## config.mk

```make
export PLATFORM = sky130hd
export DESIGN_NAME = bcp_trail_controller
export DESIGN_NICKNAME = d
export VERILOG_FILES = /design/src/rtl/bcp_trail_controller.sv
export SDC_FILE = /design/constraint.sdc
export NUM_CORES = 1
export LEC_CHECK = 0
export CAP_MARGIN = 40
export CORE_ASPECT_RATIO = 1.75
export CORE_UTILIZATION = 40
export CTS_BUF_LIST = sky130_fd_sc_hd__clkbuf_8
export DETAILED_ROUTE_END_ITERATION = 6
export GPL_TIMING_DRIVEN = 0
export HOLD_SLACK_MARGIN = 0.15
export SYNTH_ARGS = -nofsm -noshare
export SYNTH_HDL_FRONTEND = slang
export SYNTH_SLANG_ARGS = --single-unit
```

## constraint.sdc

```tcl
create_clock -name clk_i -period 5.8 [get_ports clk_i]
set_input_delay 1.16 -clock clk_i [delete_from_list [all_inputs] [get_ports clk_i]]
set_output_delay 1.16 -clock clk_i [all_outputs]
set_load 0.02 [all_outputs]
```

## src/rtl/bcp_trail_controller.sv

```systemverilog
// bcp_trail_controller: LIFO assignment trail with level tagging and backtrack-driven unassign broadcasts.
module bcp_trail_controller #(
  parameter int FORMULA_MAX_VARIABLE  = 20,
  parameter int VARIABLE_ENCODING_LEN = $clog2(FORMULA_MAX_VARIABLE+1),
  parameter int TRAIL_DEPTH           = FORMULA_MAX_VARIABLE,
  parameter int LEVEL_LEN             = $clog2(FORMULA_MAX_VARIABLE+1),
  parameter int COUNT_LEN             = $clog2(TRAIL_DEPTH+1)
)(
  input  logic                             clk_i,
  input  logic                             rst_ni,
  input  logic                             push_valid_i,
  output logic                             push_ready_o,
  input  logic [VARIABLE_ENCODING_LEN-1:0] push_var_id_i,
  input  logic                             push_assignment_i,
  input  logic                             push_is_decision_i,
  input  logic                             bt_req_i,
  input  logic [LEVEL_LEN-1:0]             bt_level_i,
  output logic                             bt_busy_o,
  output logic                             bt_done_o,
  output logic                             unassign_valid_o,
  input  logic                             unassign_ready_i,
  output logic [VARIABLE_ENCODING_LEN-1:0] unassign_var_id_o,
  output logic                             unassign_assignment_o,
  output logic [LEVEL_LEN-1:0]             level_o,
  output logic [COUNT_LEN-1:0]             count_o,
  output logic                             overflow_o,
  output logic                             illegal_id_o
);
  localparam logic [1:0] IDLE = 2'd0, POP = 2'd1, DONE = 2'd2;
  localparam logic [COUNT_LEN-1:0] DEPTH_C = COUNT_LEN'(TRAIL_DEPTH);
  localparam logic [VARIABLE_ENCODING_LEN-1:0] MAX_ID = VARIABLE_ENCODING_LEN'(FORMULA_MAX_VARIABLE);
  logic [VARIABLE_ENCODING_LEN-1:0] mem_var [TRAIL_DEPTH];
  logic                             mem_asg [TRAIL_DEPTH];
  logic                             mem_dec [TRAIL_DEPTH];
  logic [LEVEL_LEN-1:0]             mem_lvl [TRAIL_DEPTH];
  logic [1:0]                       state_q, state_d;
  logic [COUNT_LEN-1:0]             count_q, count_d, top, nxt;
  logic [LEVEL_LEN-1:0]             level_q, level_d, target_q, target_d, push_lvl;
  logic [VARIABLE_ENCODING_LEN-1:0] uvar_q, uvar_d;
  logic                             valid_q, valid_d, uasg_q, uasg_d;
  logic                             ovf_q, ovf_d, ill_q, ill_d;
  logic                             attempt, bad_id, sat, accept, pop_ack, more;
  assign top          = count_q - COUNT_LEN'(1);
  assign nxt          = count_q - COUNT_LEN'(2);
  assign attempt      = push_valid_i && state_q == IDLE && !bt_req_i;
  assign push_ready_o = rst_ni && state_q == IDLE && !bt_req_i && count_q != DEPTH_C;
  assign bad_id       = push_var_id_i == '0 || push_var_id_i > MAX_ID;
  assign sat          = push_is_decision_i && level_q == '1;
  assign accept       = push_valid_i && push_ready_o && !bad_id && !sat;
  assign push_lvl     = level_q + LEVEL_LEN'(push_is_decision_i);
  assign pop_ack      = state_q == POP && unassign_ready_i;
  // Keep popping only while the entry that becomes the new top is still above the target.
  assign more         = count_q != COUNT_LEN'(1) && mem_lvl[nxt] > target_q;
  always_comb begin
    state_d  = state_q;
    count_d  = count_q;
    level_d  = level_q;
    target_d = target_q;
    valid_d  = valid_q;
    uvar_d   = uvar_q;
    uasg_d   = uasg_q;
    ovf_d    = ovf_q | (attempt && (count_q == DEPTH_C || sat));
    ill_d    = ill_q | (attempt && bad_id);
    if (accept) begin
      count_d = count_q + COUNT_LEN'(1);
      level_d = push_lvl;
    end
    if (state_q == IDLE && bt_req_i) begin
      target_d = bt_level_i;
      state_d  = (count_q != '0 && mem_lvl[top] > bt_level_i) ? POP : DONE;
      valid_d  = count_q != '0 && mem_lvl[top] > bt_level_i;
      uvar_d   = valid_d ? mem_var[top] : '0;
      uasg_d   = valid_d && mem_asg[top];
    end
    if (pop_ack) begin
      count_d = top;
      level_d = level_q - LEVEL_LEN'(mem_dec[top]);
      state_d = more ? POP : DONE;
      valid_d = more;
      uvar_d  = more ? mem_var[nxt] : '0;
      uasg_d  = more && mem_asg[nxt];
    end
    if (state_q == DONE) state_d = IDLE;
  end
  always_ff @(posedge clk_i or negedge rst_ni) begin
    if (!rst_ni) begin
      state_q  <= IDLE;
      count_q  <= '0;
      level_q  <= '0;
      target_q <= '0;
      valid_q  <= 1'b0;
      uvar_q   <= '0;
      uasg_q   <= 1'b0;
      ovf_q    <= 1'b0;
      ill_q    <= 1'b0;
    end else begin
      state_q  <= state_d;
      count_q  <= count_d;
      level_q  <= level_d;
      target_q <= target_d;
      valid_q  <= valid_d;
      uvar_q   <= uvar_d;
      uasg_q   <= uasg_d;
      ovf_q    <= ovf_d;
      ill_q    <= ill_d;
    end
  end
  always_ff @(posedge clk_i) begin
    if (accept) begin
      mem_var[count_q] <= push_var_id_i;
      mem_asg[count_q] <= push_assignment_i;
      mem_dec[count_q] <= push_is_decision_i;
      mem_lvl[count_q] <= push_lvl;
    end
  end
  assign bt_busy_o             = state_q == POP || state_q == DONE;
  assign bt_done_o             = state_q == DONE;
  assign unassign_valid_o      = valid_q;
  assign unassign_var_id_o     = uvar_q;
  assign unassign_assignment_o = uasg_q;
  assign level_o               = level_q;
  assign count_o               = count_q;
  assign overflow_o            = ovf_q;
  assign illegal_id_o          = ill_q;
endmodule

```

Yosys cells after proc, flatten, opt, wreduce, memory -nomap -nowiden
Memory sizes are Yosys's and may differ from the RTL's.
Cells that the tools add are included.
{"block": "word_totals", "register_bits": 26, "mem_bits_rw": 240, "input_bits": 17, "output_inout_bits": 22, "elab_cells": 77, "mem_count": 4}
{"block": "classes", "addsub": 5, "magnitude_cmp": 3, "n_eq_ne": 6, "n_mux": 19, "bitwise_logic": 2, "reduce_logical": 29}
{"name": "mem_lvl", "depth": 20, "word_bits": 5, "rd": 2, "rd_ports_with_merged_regs": 0, "wr": 1, "line": "35", "source": "logic [LEVEL_LEN-1:0] mem_lvl [TRAIL_DEPTH];"}
{"name": "mem_var", "depth": 20, "word_bits": 5, "rd": 2, "rd_ports_with_merged_regs": 0, "wr": 1, "line": "32", "source": "logic [VARIABLE_ENCODING_LEN-1:0] mem_var [TRAIL_DEPTH];"}
{"name": "mem_asg", "depth": 20, "word_bits": 1, "rd": 2, "rd_ports_with_merged_regs": 0, "wr": 1, "line": "33", "source": "logic mem_asg [TRAIL_DEPTH];"}
{"name": "mem_dec", "depth": 20, "word_bits": 1, "rd": 1, "rd_ports_with_merged_regs": 0, "wr": 1, "line": "34", "source": "logic mem_dec [TRAIL_DEPTH];"}
{"operator": "5-bit 2-to-1 mux", "n": 8}
{"operator": "1-bit logical AND", "n": 17}
{"operator": "5-bit equality test, second input constant", "n": 2}
{"operator": "5-bit greater-than comparator", "n": 2}
{"operator": "2-bit 2-to-1 mux", "n": 5}
{"operator": "1-bit 2-to-1 mux", "n": 6}
{"operator": "5-bit by 1-bit adder with 5-bit output", "n": 1}
{"operator": "5-bit by 1-bit adder with 5-bit output, second input constant", "n": 1}
{"operator": "5-bit greater-than comparator, second input constant", "n": 1}
{"operator": "5-bit zero test", "n": 1}
{"operator": "5-bit by 1-bit != test with 1-bit output, second input constant", "n": 1}
{"operator": "5-bit != test, second input constant", "n": 1}
{"operator": "5-bit nonzero test", "n": 1}
{"operator": "5-bit by 1-bit subtractor with 5-bit output", "n": 1}
{"operator": "5-bit by 1-bit subtractor with 5-bit output, second input constant", "n": 1}
{"operator": "5-bit by 2-bit subtractor with 5-bit output, second input constant", "n": 1}
{"operator": "2-bit nonzero test", "n": 2}
{"operator": "1-bit zero test", "n": 3}
{"operator": "1-bit logical OR", "n": 3}
{"operator": "3-bit nonzero test", "n": 1}
{"operator": "2-bit by 1-bit equality test with 1-bit output, second input constant", "n": 1}
{"operator": "2-bit equality test, second input constant", "n": 1}
{"operator": "2-bit zero test", "n": 1}
{"operator": "1-bit bitwise OR", "n": 2}

Longest topological paths before layout
Gate-level depths: netlist of run 1.
{"block": "logic_depth", "ltp_word": 9, "depth_mapped": 18, "depth_no_buf": 13}

Worst setup path before layout of run 1
OpenSTA, ideal clock, no wires.
{"block": "synth_path", "kind": "reg2reg", "from": "register count_q[0], in the netlist count_o[0]", "to": "register uasg_q, in the netlist unassign_assignment_o", "setup_time_ns": 0.134, "t_arrival_ns": 4.447, "t_required_ns": 5.666, "setup_slack_ns": 1.219, "path_stages_with_launch": 19, "path_buffers": 6, "period_less_slack_ns": 4.581, "path_cell_list": "dfrtp_1 -> buf_2 -> buf_2 -> buf_4 -> buf_4 -> inv_1 -> ha_1 -> buf_2 -> clkbuf_1 -> mux4_2 -> mux4_2 -> mux2_2 -> ha_1 -> nor2b_1 -> o211ai_1 -> a21boi_0 -> o2111a_1 -> o21ai_0 -> o211ai_1"}
{"block": "synth_via", "elab_chain_len": 7, "word_cells_on_any_way": 14, "classes_between": "add/sub: 2; order compare: 2; eq/ne: 1; mux: 2; reduce/logical: 5; memory: 2"}
{"item": "start, declared", "line": "37", "source": "logic [COUNT_LEN-1:0] count_q, count_d, top, nxt;"}
{"item": "start signal, assigned", "line": "98", "source": "count_q <= count_d;"}
{"item": "5-bit by 1-bit subtractor with 5-bit output", "line": "43", "source": "assign top = count_q - COUNT_LEN'(1);"}
{"item": "memory 20 x 5 bit"}
{"item": "5-bit greater-than comparator", "line": "71", "source": "valid_d = count_q != '0 && mem_lvl[top] > bt_level_i;"}
{"item": "1-bit logical AND", "line": "71"}
{"item": "1-bit logical AND", "line": "73", "source": "uasg_d = valid_d && mem_asg[top];"}
{"item": "1-bit 2-to-1 mux", "line": "68", "source": "if (state_q == IDLE && bt_req_i) begin"}
{"item": "1-bit 2-to-1 mux *", "line": "75", "source": "if (pop_ack) begin"}
{"item": "end signal, assigned", "line": "103", "source": "uasg_q <= uasg_d;"}
{"item": "end, declared", "line": "40", "source": "logic valid_q, valid_d, uasg_q, uasg_d;"}
Every way passes the cells marked *; elsewhere a longest branch is shown, timed or not. The select of a mux whose other input is x is not followed.
A chain may end at the register's enable or synchronous reset.

Final worst setup path of run 1
{"block": "layout_path", "from": "register count_q[1], in the netlist count_o[1]", "to": "register uvar_q[2], in the netlist unassign_var_id_o[2]"}
{"block": "layout_via", "elab_chain_len": 7, "word_cells_on_any_way": 14, "classes_between": "add/sub: 2; order compare: 2; eq/ne: 1; mux: 4; reduce/logical: 3; memory: 2"}
{"item": "5-bit by 1-bit subtractor with 5-bit output", "line": "43"}
{"item": "memory 20 x 5 bit"}
{"item": "5-bit greater-than comparator", "line": "71"}
{"item": "1-bit logical AND", "line": "71"}
{"item": "5-bit 2-to-1 mux", "line": "72", "source": "uvar_d = valid_d ? mem_var[top] : '0;"}
{"item": "5-bit 2-to-1 mux", "line": "68"}
{"item": "5-bit 2-to-1 mux *", "line": "75"}
{"item": "end signal, assigned", "line": "102", "source": "uvar_q <= uvar_d;"}
{"item": "end, declared", "line": "39", "source": "logic [VARIABLE_ENCODING_LEN-1:0] uvar_q, uvar_d;"}
Marked as above.

==> results.cfg, run 1 <==
[power_and_ir_drop]
finalPower_mw = 7.93
leakagePower_nw = 4.89
seq_power_share_pct = 29.9
p_int_mw = 4.89
ir_worst_vdd_mv = 0.346
switchingPower_mw = 3.04
switching_share_pct = 38.3
power_density_nw_per_um2 = 541
clkPwrFrac_pct = 16.9
combPwrFrac_pct = 53.1

[synth]
synth_edf_count = 240
syn-num-nets = 723
yosysUniqueCellTypes = 42
syn_inst = 681
synth_ff_type = edfxtp_1
synthTopCellsByArea = edfxtp_1, mux4_2, dfrtp_1
yosysSeqAreaShare_pct = 62.0
synth.top_cell.area_share_pct = 56.8
synth_warnings = 0
synth_largest_area_cell = edfxtp_1
ys_ff_latch = 266
async_flop_share_pct = 9.77
syn-cell-area_sq_um = 12700
avgSynthCellArea_sq_um = 18.6

[cells_and_area]
diodes = 0
drive_above_1_share_pct = 33.5
layout_commonest_cell = edfxtp_1
final_cell_mix = edfxtp_1, mux4_2, clkbuf_8, clkdlybuf4s50_1, inv_1
final_core_util_pct = 47.4
areaGrowthSynthToFinish_pct = 15.6
layout.nets = 830
stdcell_area_sq_um = 14700
fillers = 2580

[timing]
skew_ns = 0.0201
worst_pin_slew_ns = 0.967
min_period_ns = 5.53
drv_slew = 0
hold_viol = 0
setup_ws_ns = 0.270
fin_crit_sh_pct = 95.3
whs_ns = 0.462
rsz0062_at_grt = no
max_freq_mhz = 181
relSlewSlack_pct = 35.5
setup_violations = 0

[route]
dr_total_vias = 7262
drc_errors = 0
drt_iter0_markers = 511
via_per_inst = 6.03
postRouteAntennaNets = 0
drt_wl_total_um = 34500
wire_per_inst_um = 28.7
drtPass1Iterations = 5

[worst_setup_path]
cp-end-kind = flip-flop
cp.required_ns = 6.24
arrival_ns = 5.97
slowest_stage = mux4_2
reg2reg_slack_ns = 0.27
critPathKind = reg2reg
critPathMaxFanout = 10
path_cells = buf_2 -> buf_2 -> clkbuf_4 -> buf_4 -> inv_1 -> ha_1 -> xor2_1 -> buf_4 -> mux4_2 -> mux2_2 -> ha_1 -> and3_1 -> o21ai_0 -> o21ai_0 -> o2111a_2 -> nand2b_1 -> o211ai_1
critPathLaunchType = flip-flop
cp_slowest_stage_delay_ns = 0.60

[global_route]
grt_pass1_wl_um = 51100
grt_max_degree = 24
grt.total_usage_pct = 22.4
antenna_found_initial = 0
grt_pass1_vias = 8027
grt_overflow = 0

[die]
coreArea_sq_um = 30900
start_util_pct = 41.0
dieWidth_um = 137
dieArea_sq_um = 32400
std_cell_rows = 85
io_pins = 39
die_h_um = 238

[cts]
cts_buffers = 38
cts-root-buf = clkbuf_8
htree_levels = 2
clkLatencyLatePin_ns = 0.54
clock_sinks = 266
clk_pin_slew_ns = 0.07
clockBufferDepth = 3
cts_tree = done
hold_buffers = 0

[run]
cap_violations = 0

[placed_design]
dp_slack_ns = -0.271
dp_hpwl_um = 24800
gp_congestion = 0.874
placed_area_sq_um = 14000
io_buffers = 38

[outcome]
outcome = finished, final reports clean

[hold_path]
hp-class = reg2reg
[registers in the layout, indices dropped and copies added (netlist names), 2 cells and up]
register,cells
mem_lvl,100
count_o,5
state_q,2
target_q,5
mem_var,100
mem_dec,20
mem_asg,20
unassign_var_id_o,5
level_o,5
[per-stage QoR]
step / std cells / setup TNS, ns
floorplan: 681 / 0
global placement: 1110 / -2.12
detailed placement: 1139 / -1.59
CTS: 1205 / 0
global route: 1205 / 0
finish: 1205 / 0
[final cells by class]
class | count | area (sq um) | share of cell area, %
inverter | 23 | 86.3 | 0.589
clock inverter | 25 | 100 | 0.683
clock buffer | 41 | 564 | 3.85
multi-input combinational | 353 | 4600 | 31.4
timing repair buffer | 67 | 744 | 5.08
buffer | 39 | 215 | 1.47
sequential | 266 | 7860 | 53.6
tap | 391 | 489 | 3.34
[power by group through the flow]
| stage | Clock [mW] | Combinational [mW] | Sequential (mW) |
|---|---|---|---|
| 6_report | 1.34 | 4.21 | 2.37 |
| 5_1_grt | 1.45 | 4.47 | 2.39 |
| 4_1_cts | 1.37 | 4.22 | 2.37 |
| 3_5_place_dp | 0 | 4.20 | 2.41 |
| 3_3_place_gp | 0 | 4.03 | 2.41 |
| 2_1_floorplan | 0 | 2.76 | 2.45 |
[cells by family after synthesis]
family | Yosys count | share of synthesized area (%)
buffers and inverters | 62 | 2.29
xor gates and xnor gates | 14 | 0.967
AOI/OAI and AO/OA | 60 | 3.10
DFF | 266 | 62.0
muxes | 158 | 25.6
and+or+nand+nor | 96 | 3.60
adders and majority gates | 25 | 2.47
[worst paths after layout]
kind | start | cells past startpoint | to
max | count_o[1] | 17 | unassign_var_id_o[2]
min | illegal_id_o | 1 | illegal_id_o
max reg2reg | count_o[1] | 17 | unassign_var_id_o[2]
min reg2reg | illegal_id_o | 1 | illegal_id_o
max in group asynchronous | rst_ni | 2 | unassign_var_id_o[2]
min in group asynchronous | rst_ni | 1 | target_q[0]
[synth_stat cells (2+ instances only)]
| cell type | count |
|---|---|
| o2111a_1 | 2 |
| clkbuf_1 | 12 |
| nor3b_1 | 4 |
| a21o_1 | 2 |
| and2_1 | 3 |
| a32oi_1 | 6 |
| o21ai_0 | 23 |
| inv_1 | 23 |
| mux4_2 | 132 |
| o21a_1 | 2 |
| xnor2_1 | 9 |
| xor2_1 | 5 |
| edfxtp_1 | 240 |
| buf_2 | 16 |
| nor3_1 | 3 |
| dfrtp_1 | 26 |
| nor2_1 | 29 |
| a21oi_1 | 5 |
| mux2_2 | 12 |
| nand3_1 | 11 |
| o22ai_1 | 6 |
| nand2_1 | 27 |
| nand2b_1 | 2 |
| and3_1 | 3 |
| buf_4 | 10 |
| mux2i_1 | 14 |
| nor2b_1 | 8 |
| ha_1 | 25 |
| o211ai_1 | 8 |
[per-layer routing]
layer / share of wire [%] / vias up / GRT usage (%)
li1: - / 3046 / -
met1: 34 / 3825 / 24.9
met2: 55 / 301 / 40.3
met3: 5.2 / 90 / 3.03
met4: 5.8 / 0 / 13.1
met5: 0 / - / 0
[timing repair]
action | in CTS | in global routing
setup endpoints to repair | 9 | 6
setup buffers | 0 | 0
gates resized for setup | 5 | 4
[critical path: cells and delay by family, from the launching register on]
kind | cells | cell delay (ns)
flops | 1 | 0.47
buf+inv | 6 | 1.89
simple gates | 2 | 0.39
fa+ha+maj | 2 | 0.55
compound gates | 4 | 0.86
xor+xnor | 1 | 0.35
mux | 2 | 0.90
Note: power is estimated with default switching activity, not from simulation.
==> inputs of run 2 (changes only) <==
Settings changed: CORE_MARGIN set to 3, SKIP_LAST_GASP set to 1.
==> run 2 against run 1 <==
  * Hold slack improved by 0.0031 ns
  * Global-route usage decreased by 1.9 points
  * Clock power increased by 13%
  * First-iteration DRC count increased by 5.7%
  * Clock skew decreased by 0.0018 ns
  * Cell count increased by 0.75%
  * Combinational power about the same
  * Die area increased by 4.7%
  * Maximum frequency increased by 1.3%
  * Wire length increased by 0.58%
==> results.cfg, run 2 (synthesized netlist as in run 1, its figures left out) <==
[power_and_ir_drop]
leakagePower_nw = 4.93
power_density_nw_per_um2 = 547
ir_worst_vdd_mv = 0.400
finalPower_mw = 8.08

[route]
wire_per_inst_um = 28.6
drt_iter0_markers = 540
drtPass1Iterations = 5
dr_total_vias = 7264
wl_met1_um = 11800
top_layer_used = met4
drc_errors = 0
drt_wl_total_um = 34700
postRouteAntennaNets = 0
wl_met2_um = 18900
via_per_inst = 5.98
met3_length_um = 2200

[global_route]
grt_overflow = 0
grt.total_usage_pct = 20.6
antenna_found_initial = 1
grt_pass1_wl_um = 51800
grt_pass1_vias = 8003
grt_max_degree = 24

[die]
die_h_um = 242
dieWidth_um = 141
std_cell_rows = 85
dieArea_sq_um = 34000
start_util_pct = 40.8
io_pins = 39
coreArea_sq_um = 31100

[timing]
skew_ns = 0.0182
tns_ns = 0
worst_pin_slew_ns = 0.929
hold_viol = 0
max_freq_mhz = 183
min_period_ns = 5.46
fin_crit_sh_pct = 94.1
setup_ws_ns = 0.342
rsz0062_at_grt = no
relSlewSlack_pct = 38.1
setup_violations = 0
drv_slew = 0

[cells_and_area]
drive_above_1_share_pct = 34.2
areaGrowthSynthToFinish_pct = 16.4
final_core_util_pct = 47.5
layout_commonest_cell = edfxtp_1
layout.nets = 832
largest_registers = mem_lvl x100, mem_var x100
final_cell_mix = edfxtp_1, mux4_2, clkbuf_8, clkdlybuf4s50_1, inv_1

[cts]
clk_pin_slew_ns = 0.06
cts_tree = done
htree_levels = 2
cts_buffers = 40
cts-root-buf = clkbuf_8
clock_sinks = 266
clockBufferDepth = 3
cts_setup_buffers = 0
clkLatencyLatePin_ns = 0.57
hold_buffers = 0

[worst_setup_path]
critPathKind = reg2reg
arrival_ns = 5.92
cp-end-kind = flip-flop
critPathMaxFanout = 10
cp.required_ns = 6.27
critPathLaunchType = flip-flop
reg2reg_slack_ns = 0.34

[placed_design]
io_buffers = 38
dp_slack_ns = -0.255
dp_hpwl_um = 24600
gp_congestion = 0.859

[outcome]
outcome = finished, final reports clean

[run]
cap_violations = 0

[hold_path]
hp-class = reg2reg
-- run 2: layer usage --
metal | vias to the layer above | track usage [%]
li1 | 3058 | -
met2 | 329 | 36.9
met1 | 3786 | 23.4
met4 | 0 | 10.5
met3 | 91 | 3.38
met5 | - | 0
-- run 2: worst max-delay path, stage by stage, from the launching register on --
cell and delay [ns]:
dfrtp_1 0.44, buf_2 0.28, buf_2 0.33, clkbuf_4 0.36
buf_4 0.32, inv_1 0.19, ha_1 0.27, xor2_1 0.34
buf_4 0.38, mux4_2 0.60, mux2_2 0.29, ha_1 0.30
and3_1 0.18, o21ai_0 0.09, o21ai_0 0.14, o2111a_2 0.38
nand2b_1 0.21, o211ai_1 0.24
-- run 2: worst paths after layout --
| path | from | to | cells past startpoint |
|---|---|---|---|
| setup / recovery | count_o[1] | unassign_assignment_o | 17 |
| hold / removal | illegal_id_o | illegal_id_o | 1 |
| min in group asynchronous | rst_ni | state_q[0] | 1 |
| hold reg to reg | illegal_id_o | illegal_id_o | 1 |
| setup reg to reg | count_o[1] | unassign_assignment_o | 17 |
| max in group asynchronous | rst_ni | unassign_assignment_o | 2 |
-- run 2: what timing repair did --
action                                 CTS  global route
setup endpoints to repair                9             6
endpoints found under the hold margin    0             0
gates resized for setup                  5             5
-- run 2: final cells by class --
class / instances / area (sq um)
fillers: 2606 / 16300
flip-flops and latches: 266 / 7860
plain buffers: 39 / 218
diodes: 1 / 2.50
inverters: 23 / 86.3
clock inverters: 32 / 193
well taps: 391 / 489
repair buffers: 67 / 741
multi-input cells: 353 / 4600
clock buffers: 42 / 578
-- run 2: per-stage QoR --
stage	instances	cell area [sq um]	hold slack [ns]
after global routing	1214	14800	0.479
after CTS	1213	14800	0.466
final	1214	14800	0.465
after floorplan	681	12700	0.449
after global placement	1110	13600	0.443
after detailed placement	1139	14000	0.452
-- run 2: where the power goes --
part | switching [mW] | internal, mW | total, mW
Sequential | 0.0814 | 2.29 | 2.37
Clock | 0.746 | 0.767 | 1.51
Combinational | 2.25 | 1.95 | 4.19
Total | 3.07 | 5.01 | 8.08
==> inputs of run 3 (changes only) <==
Settings changed: HOLD_SLACK_MARGIN 0.15 to 0.05, SETUP_SLACK_MARGIN set to 0.2.
==> run 3 against run 2 <==
  * Setup slack better by 0.13 ns
  * Critical path depth stayed put
  * Clock power is essentially flat
  * Via count rose by 0.36%
  * Sequential share of layout area barely moved
  * Global-route usage did not move
  * Count of clock-buffer cells in the layout is the same
  * Non-clock buffer count did not move
  * Combinational power about the same
  * Wire length fell by 0.31%
  * Maximum frequency rose by 2.4%
  * Clock skew is 0.00053 ns higher
  * Highest routed layer unchanged
==> results.cfg, run 3 (synthesized netlist as in run 1, its figures left out) <==
[worst_setup_path]
r2r_cells = 17
critPathLaunchType = flip-flop
critPathKind = reg2reg
cp_slowest_stage_delay_ns = 0.60
slowest_stage = mux4_2
timing.rr.start = count_o[1]
cp-end-kind = flip-flop
path_cells = buf_2 -> clkbuf_4 -> buf_4 -> buf_4 -> inv_1 -> ha_1 -> xor2_1 -> buf_4 -> mux4_2 -> mux2_2 -> ha_1 -> and3_1 -> o21ai_0 -> o21ai_0 -> o2111a_2 -> nand2b_1 -> o211ai_1
path_common_cell = buf_4
r2r_end = unassign_assignment_o
arrival_ns = 5.79
cp.required_ns = 6.26
critPathMaxFanout = 10
reg2reg_slack_ns = 0.47

[global_route]
grt.total_usage_pct = 20.6
grt_overflow = 0
antenna_found_initial = 1
grt_pass1_vias = 8003
grt_pass1_wl_um = 51800
grt_max_degree = 24

[timing]
drv_slew = 0
worst_pin_slew_ns = 0.913
max_freq_mhz = 188
setup_violations = 0
skew_ns = 0.0187
rsz0062_at_grt = no
relSlewSlack_pct = 39.1
hold_viol = 0
min_period_ns = 5.33
fin_crit_sh_pct = 91.9

[cells_and_area]
layout_commonest_cell = edfxtp_1
final_core_util_pct = 47.6
largest_registers = mem_lvl x100, mem_var x100
final_cell_mix = edfxtp_1, mux4_2, clkbuf_8, clkdlybuf4s50_1, inv_1
layout.nets = 832
drive_above_1_share_pct = 34.3
areaGrowthSynthToFinish_pct = 16.5

[route]
drtPass1Iterations = 7
drt_iter0_markers = 567
via_per_inst = 6.00
drc_errors = 0
wire_per_inst_um = 28.5
postRouteAntennaNets = 0
drt_wl_total_um = 34600
dr_total_vias = 7290

[cts]
clk_pin_slew_ns = 0.06
cts_buffers = 40
hold_buffers = 0
cts-root-buf = clkbuf_8
clkLatencyLatePin_ns = 0.57
htree_levels = 2
clock_sinks = 266
clockBufferDepth = 3
cts_tree = done

[hold_path]
min-delay-start = illegal_id_o
hp-class = reg2reg
holdPathEnd = illegal_id_o
min_path_cells = 1

[run]
cap_violations = 0

[power_and_ir_drop]
power_density_nw_per_um2 = 547
finalPower_mw = 8.08
leakagePower_nw = 4.94
ir_worst_vdd_mv = 0.403

[placed_design]
dp_hpwl_um = 24600
gp_congestion = 0.859
io_buffers = 38

[die]
dieArea_sq_um = 34000
io_pins = 39
std_cell_rows = 85
die_h_um = 242
start_util_pct = 40.8
coreArea_sq_um = 31100
dieWidth_um = 141

[outcome]
outcome = finished, final reports clean
[run 3: worst max-delay path by stage]
stage	from	to	slack (ns)	cells past startpoint
6_report	count_o[1]	unassign_assignment_o	0.47	17
5_1_grt	count_o[1]	unassign_var_id_o[2]	0.22	18
4_1_cts	count_o[1]	unassign_var_id_o[4]	0.28	18
3_5_place_dp	count_o[1]	unassign_assignment_o	-0.25	17
3_3_place_gp	count_o[1]	unassign_var_id_o[3]	-0.32	17
2_1_floorplan	count_o[0]	unassign_assignment_o	1.22	18
[run 3: metrics by stage]
stage               area, sq um  hold slack (ns)  instances  setup slack, ns  setup TNS (ns)
global placement          13600            0.443       1110           -0.319           -1.87
global route              14800            0.479       1214            0.225               0
detailed placement        14000            0.452       1139           -0.255           -1.50
finish                    14800            0.465       1214            0.470               0
floorplan                 12700            0.449        681             1.22               0
CTS                       14800            0.466       1213            0.278               0
[run 3: timing repair]
item,4_1_cts,5_1_grt
setup endpoints to repair,9,9
buffers inserted,0,0
endpoints found under the hold margin,0,0
resized for setup,7,9
[run 3: layout make-up]
class                           instances  area [sq um]
Fill cell                            2608         16300
Sequential cell                       266          7860
Multi-Input combinational cell        353          4600
Timing Repair Buffer                   67           741
Clock buffer                           42           578
Tap cell                              391           489
Buffer                                 39           226
Clock inverter                         32           193
Inverter                               23          86.3
Antenna cell                            1          2.50
[run 3: per-layer routing]
metal  track usage (%)  routed length [um]  vias to the layer above
met5                 0                   0                        -
met4              10.5                1840                        0
met3              3.38                2250                       88
met2              36.9               18900                      331
met1              23.4               11700                     3810
li1                  -                   -                     3061
[run 3: power breakdown]
part / internal (mW) / leakage (nW) / total [mW] / switching, mW
sequential: 2.29 / 2.49 / 2.37 / 0.0815
clock: 0.767 / 0.416 / 1.51 / 0.747
combinational: 1.96 / 2.03 / 4.20 / 2.24
total: 5.02 / 4.94 / 8.08 / 3.07
[run 3: worst max-delay path: cells and delay by family (launching register included)]
kind,cells,cell delay [ns]
buf+inv,6,1.74
simple gates,2,0.39
mux,2,0.89
compound gates,4,0.85
xor+xnor,1,0.34
flops,1,0.44
fa+ha+maj,2,0.56
